**src/rtl/display_scanner.sv**
```systemverilog
// Multiplexed seven-segment scan driver: double-buffered character codes, per-digit
// blanking gap, and a shadow->active copy that only happens at the frame wrap.
module display_scanner #(
  parameter int NUM_DIGITS   = 4,
  parameter int REFRESH_DIV  = 50000,
  parameter int BLANK_CYCLES = 500,
  localparam int IDX_W       = $clog2(NUM_DIGITS)
) (
  input  logic                  Clk,
  input  logic                  nReset,
  input  logic                  wr_en,
  input  logic [IDX_W-1:0]      wr_addr,
  input  logic [4:0]            wr_data,
  input  logic                  commit,
  output logic [4:0]            digit,
  output logic [NUM_DIGITS-1:0] an,
  output logic                  frame_tick,
  output logic                  commit_pend
);

  // state   | meaning
  // S_BLANK | first BLANK_CYCLES of a slot, all anodes off, code precharged
  // S_ON    | remainder of the slot, anode of idx driven low

  localparam int CNT_W = $clog2(REFRESH_DIV);
  localparam logic [4:0] BLANK_CODE = 5'd31;

  typedef enum logic {S_BLANK, S_ON} state_e;

  state_e                state_q, state_d;
  logic [CNT_W-1:0]      cnt_q, cnt_d;
  logic [IDX_W-1:0]      idx_q, idx_d;
  logic [4:0]            shadow_q [NUM_DIGITS];
  logic [4:0]            shadow_d [NUM_DIGITS];
  logic [4:0]            active_q [NUM_DIGITS];
  logic [4:0]            active_d [NUM_DIGITS];
  logic                  pend_q, pend_d;
  logic [4:0]            digit_q, digit_d;
  logic [NUM_DIGITS-1:0] an_q, an_d;
  logic                  tick_q;
  logic                  slot_end, wrap;

  always_comb begin
    slot_end = (cnt_q == CNT_W'(REFRESH_DIV - 1));
    wrap     = slot_end && (idx_q == IDX_W'(NUM_DIGITS - 1));

    cnt_d = slot_end ? '0 : cnt_q + CNT_W'(1);

    idx_d = idx_q;
    if (wrap)          idx_d = '0;
    else if (slot_end) idx_d = idx_q + IDX_W'(1);

    state_d = state_q;
    if (slot_end)
      state_d = S_BLANK;
    else if (state_q == S_BLANK && cnt_q == CNT_W'(BLANK_CYCLES - 1))
      state_d = S_ON;

    // The copy uses pre-edge shadow contents, so a same-edge write waits for the next commit.
    active_d = active_q;
    pend_d   = pend_q | commit;
    if (wrap) begin
      pend_d = 1'b0;
      if (pend_q || commit) active_d = shadow_q;
    end

    shadow_d = shadow_q;
    if (wr_en && (int'(wr_addr) < NUM_DIGITS)) shadow_d[wr_addr] = wr_data;

    // Outputs are computed from next-state values so they line up with the slot counter.
    digit_d = active_d[idx_d];
    an_d    = (state_d == S_ON) ? ~(NUM_DIGITS'(1) << idx_d) : '1;
  end

  always_ff @(posedge Clk or negedge nReset) begin
    if (!nReset) begin
      state_q  <= S_BLANK;
      cnt_q    <= '0;
      idx_q    <= '0;
      shadow_q <= '{default: BLANK_CODE};
      active_q <= '{default: BLANK_CODE};
      pend_q   <= 1'b0;
      digit_q  <= BLANK_CODE;
      an_q     <= '1;
      tick_q   <= 1'b0;
    end else begin
      state_q  <= state_d;
      cnt_q    <= cnt_d;
      idx_q    <= idx_d;
      shadow_q <= shadow_d;
      active_q <= active_d;
      pend_q   <= pend_d;
      digit_q  <= digit_d;
      an_q     <= an_d;
      tick_q   <= wrap;
    end
  end

  assign digit       = digit_q;
  assign an          = an_q;
  assign frame_tick  = tick_q;
  assign commit_pend = pend_q;

endmodule

```
**config.mk**
```make
export PLATFORM = sky130hd
export DESIGN_NAME = display_scanner
export DESIGN_NICKNAME = d
export VERILOG_FILES = /design/src/rtl/display_scanner.sv
export SDC_FILE = /design/constraint.sdc
export NUM_CORES = 1
export LEC_CHECK = 0
export ABC_AREA = 1
export BUFFER_PORTS_ARGS = -buffer_cell sky130_fd_sc_hd__buf_2
export CAP_MARGIN = 25
export CORE_MARGIN = 10
export CORE_UTILIZATION = 50
export DETAILED_ROUTE_END_ITERATION = 6
export PLACE_DENSITY_LB_ADDON = 0.15
export REMOVE_ABC_BUFFERS = 1
export SYNTH_ARGS = -nofsm -noshare
export SYNTH_HDL_FRONTEND = slang
export SYNTH_SLANG_ARGS = --single-unit
export TNS_END_PERCENT = 100
```
**constraint.sdc**
```tcl
create_clock -name Clk -period 2.97 [get_ports Clk]
set_input_delay 0.297 -clock Clk [delete_from_list [all_inputs] [get_ports Clk]]
set_output_delay 0.297 -clock Clk [all_outputs]
set_load 0.005 [all_outputs]
```
=== Word level (Yosys, flattened, before mapping) ===
Cells that the tools add are included.
W data, S select, Z words.

* Input bits: 11
* Register bits after elaboration: 70
* Logic and storage cells: 48

* Bitwise gates (word level): 5
* Reductions and logical operators: 4
* Add/sub/neg operators: 2
* $lt $le $gt $ge: 3
* Muxes and demuxes: 15
* Equal/unequal tests: 3
* Shift operators: 1

{| class="wikitable"
|+ Operators with widths
! operator !! count
|-
| $mux W20 || 2
|-
| $bwmux W20 || 1
|-
| $add A16 B1 Y16 const B || 1
|-
| $eq A16 B16 Y1 const B || 1
|-
| $eq A16 B9 Y1 const B || 1
|-
| $mux W16 || 1
|-
| $mux W5 || 3
|-
| $bmux W5 S2 || 1
|-
| $demux W5 S2 || 1
|-
| $ge A3 B3 Y1 const B || 2
|-
| $not A2 Y3 || 2
|-
| $mux W2 || 2
|-
| $mux W4 || 1
|-
| $not A4 Y4 || 1
|-
| $shl A1 B2 Y4 const A || 1
|-
| $logic_and A1 B1 Y1 || 3
|-
| $lt A3 B1 Y1 const B || 1
|-
| $mux W1 || 3
|-
| $add A2 B1 Y2 const B || 1
|-
| $eq A2 B2 Y1 const B || 1
|-
| $logic_or A1 B1 Y1 || 1
|-
| $not A1 Y1 || 1
|-
| $or A1 B1 Y1 || 1
|}

=== Depth between registers and ports, before layout ===
* Word-level depth: 7
* Gate-level depth with buffers: 13

=== Worst setup path after synthesis ===
OpenSTA, ideal clock, no wires.

* Kind: flip-flop to flip-flop
* Start point: register cnt_q[0]
* End point: register digit_q[2], in the netlist digit[2]
* Library setup time: 76 ps
* Path slack: 1448 ps
* Stages on the path, launching flop included: 12
* Required time: 2894 ps
* Period minus slack after synthesis: 1522 ps
* Data arrival time: 1446 ps
* Cells stage by stage: dfrtp_1 ha_1 nand3_4 nor2_4 nand2_4 nand2_4 nand2_4 buf_4 nand2_1 nand2_1 nand2_1 nand2_1

* Word-level cells in the longest chain between the ends: 7
* Elaborated cells on any way between the ends: 9
* Those cells by class: 1 x eq/ne; 6 x mux; 1 x bitwise; 1 x reduce/logical

{| class="wikitable"
|+ RTL lines
! element !! line !! source
|-
| start: declaration || 31 || <nowiki>logic [CNT_W-1:0] cnt_q, cnt_d;</nowiki>
|-
| start signal: assignment || 88 || <nowiki>cnt_q <= cnt_d;</nowiki>
|-
| $eq A16 B16 Y1 * || 44 || <nowiki>slot_end = (cnt_q == CNT_W'(REFRESH_DIV - 1));</nowiki>
|-
| $mux W2 / $logic_and A1 B1 Y1 (equally long branches) || 51, 45 ||
|-
| $mux W2 || 50 || <nowiki>if (wrap) idx_d = '0;</nowiki>
|-
| $not A2 Y3 (implied by the code) || 71 || <nowiki>digit_d = active_d[idx_d];</nowiki>
|-
| $bmux W5 S2 * || 71 ||
|-
| $mux W5 (implied by the code) * (2 in a row) || 71 ||
|-
| net digit_d[2] || 38 || <nowiki>logic [4:0] digit_q, digit_d;</nowiki>
|-
| end signal: assignment || 93 || <nowiki>digit_q <= digit_d;</nowiki>
|-
| end: declaration || 38 ||
|}

The timed path passes the listed nets; every way through them passes the cells marked *. The select of a mux whose other input is x is not followed.
A chain may end at the register's enable or synchronous reset.

==> flow_summary.yaml <==
status:
  status: "completed"
detailed_routing:
  drt-wirelength-per-cell_um: 13.8
  wirelength_mm: 7.52
  drc: 0
  firstDrtPassIters: 4
  num_vias: 2768
  antenna_left: 0
  via_per_inst: 5.07
  first_iter_violations: 201
power:
  comb_power_share_pct: 5.2
  swShare_pct: 21.3
  power_mw: 2.20
  clkPwrFrac_pct: 46.9
  switching_power_uw: 470
  p_per_area_nw_per_um2: 554
  power_frac_seq_pct: 47.8
  p_int_mw: 1.73
  ir_drop_mv: 0.272
  leakagePower_nw: 1.93
logic_synthesis:
  seq_area_frac_synth_pct: 51.0
  synth-seq-cells: 70
  synthTopCellsByArea: "dfstp_2 36%, nand2_1 16%, dfrtp_1 15%"
  synth_top_area_share_pct: 36.2
  netlist_instances: 422
  syn-cell-area_um2: 3550
  ys_types: 31
  synth_warnings: 0
  syn_avg_cell_area_um2: 8.42
  synth_top_area_cell: "dfstp_2"
clocking:
  clk_path_buf_depth: 2
  clkSinkCount: 70
  postCtsSetupRepairBufs: 0
  h-tree-depth: 3
  cts_resized: 0
  ctsHoldBuffers: 0
  cts.clk_slew.worst_paths_ns: 0.08
  clock_latency_ns: 0.35
  cts_tree: "done"
  cts_buffers: 9
  root_buffer: "clkbuf_8"
timing:
  maxSlewHeadroom_pct: 42.7
  rsz0062_at_grt: "false"
  max_freq_mhz: 527
  fin_crit_sh_pct: 63.9
  final.setup.tns_ns: 0
  period_needed_ns: 1.90
  hold_viol_final: 0
  fin_worst_skew_ns: 0.00374
  worst_slew_pin_slew_ns: 0.860
  setup_violations: 0
  finalMaxSlewViolations: 0
cells_and_area:
  nFillCells: 635
  drive_above_1_share_pct: 31.6
  syn_to_final_growth_pct: 11.9
  fin_nets: 458
  post-route-util_pct: 57.9
  finalNonFillerCells: 546
  n_antenna_cell: 0
  multiInputGateArea_um2: 1500
  ff_latch_area_um2: 1810
worst_setup_path:
  critical_path_class: "reg2reg"
  start_kind: "flop"
  cp.arrival_ns: 2.19
  path_max_fanout: 23
  reg2regPathDepth: 12
  required_ns: 3.26
  end_kind: "flop"
global_route:
  grt_pass1_vias: 2710
  antenna_found_initial: 0
  grt_overflow: 0
  grt_max_degree: 71
  grt_pass1_wl_mm: 12.9
  grt_usage_pct: 14.2
place:
  portBuffers: 21
  gp_congestion: 0.810
  hpwl_mm: 5.12
  dp.cells: 530
hold_path:
  hp-class: "in2async"
die:
  die_area_um2: 10900
  die_w_um: 104
  fp-row-count: 30
  fp.dieH_um: 104
  io_pins: 22
  start_util_pct: 51.7
  core_um2: 6870
job:
  maxCapViolCount: 0
==> power by group through the flow <==
stage	clock network [mW]	registers [mW]	logic (mW)
floorplan	0	1.06	0.0709
global placement	0	1.07	0.116
detailed placement	0	1.07	0.119
CTS	1.05	1.05	0.119
global route	1.10	1.06	0.137
finish	1.03	1.05	0.115
==> through the flow <==
stage	worst slack, ns	hold slack [ns]	instance area (um^2)
floorplan	1.12	0.00141	3440
global placement	1.10	0.452	3710
detailed placement	1.09	0.454	3710
CTS	1.06	0.177	3980
global route	0.865	0.217	3980
finish	1.07	0.155	3980
==> metal layers <==
metal / wire, um / global-route usage, % / vias up
met1: 3650 / 19.4 / 1302
met5: 0 / 0 / -
met4: 215 / 7.55 / 0
met3: 287 / 2.79 / 18
met2: 3360 / 20.6 / 62
li1: - / - / 1386
==> registers in the layout (all words and copies together) (netlist names) <==
register / cells
digit: 5
shadow_q: 20
frame_tick: 1
state_q: 1
idx_q: 2
active_q: 20
an: 4
cnt_q: 16
commit_pend: 1
==> final timing paths <==
| check | startpoint | to | slack [ns] |
|---|---|---|---|
| min in group Clk | wr_data[3] | shadow_q[3]$_DFFE_PN1P_ | 0.22 |
| setup / recovery | cnt_q[8]$_DFF_PN0_ | digit[0]$_DFF_PN1_ | 1.07 |
| hold reg to reg | cnt_q[0]$_DFF_PN0_ | cnt_q[0]$_DFF_PN0_ | 0.46 |
| max in group asynchronous | nReset | cnt_q[11]$_DFF_PN0_ | 2.28 |
| setup reg to reg | cnt_q[8]$_DFF_PN0_ | digit[0]$_DFF_PN1_ | 1.07 |
| hold / removal | nReset | cnt_q[10]$_DFF_PN0_ | 0.16 |
==> Yosys cell counts <==
master / instances
nand2_2: 29
nor3b_1: 1
ha_1: 2
nand2_1: 156
nand3_1: 12
xnor2_1: 2
dfrtp_1: 21
a21oi_1: 6
a31oi_1: 1
nor2_1: 22
buf_6: 4
clkinv_4: 1
clkbuf_1: 2
nor3_1: 7
mux2i_1: 1
buf_2: 4
buf_4: 3
nand4_2: 2
nand3_2: 2
o21ai_0: 25
nand3_4: 2
dfstp_2: 49
nor2_4: 3
inv_1: 28
nand4_1: 21
nand2_4: 4
nor2_2: 4
xor2_1: 2
clkinv_1: 1
inv_2: 4
buf_8: 1
==> logic make-up after synthesis <==
kind of cell / share of synthesized area, %
multiplexers: 0.282
AO/OA/AOI/OAI: 4.54
XOR/XNOR: 0.986
buffers and inverters: 6.83
adder cells (fa/ha/maj): 0.704
flip-flops: 51.0
AND/OR/NAND/NOR: 35.7
==> placed cells by master (no fill, tap or decap), types with 7 or more instances in the layout <==
| master | count |
|---|---|
| dfstp_2 | 49 |
| o21ai_0 | 25 |
| nand3_1 | 12 |
| nor2_1 | 22 |
| buf_2 | 21 |
| clkbuf_8 | 10 |
| nand2_2 | 29 |
| nor3_1 | 7 |
| inv_1 | 28 |
| nand2_1 | 156 |
| nand4_1 | 21 |
| dfrtp_1 | 21 |
==> worst max-delay path, stage by stage (launching register included) <==
cell and delay, ns:
dfrtp_1 0.43, nand2_1 0.09, inv_2 0.09, nand2_1 0.09
nor2_4 0.08, buf_4 0.25, nand3_4 0.35, nand2_1 0.15
nand2_1 0.08, nand2_1 0.07, nand2_1 0.05, nand2_1 0.05
nand2_1 0.05
==> area by class of cell <==
| class | count | area share (%) |
|---|---|---|
| inverter | 34 | 3.33 |
| multi-input combinational | 304 | 37.7 |
| clock inverter | 6 | 3.33 |
| tap | 96 | 3.02 |
| clock buffer | 10 | 3.46 |
| timing repair buffer | 26 | 3.59 |
| sequential | 70 | 45.6 |
Power figures use the tool's default switching activity.
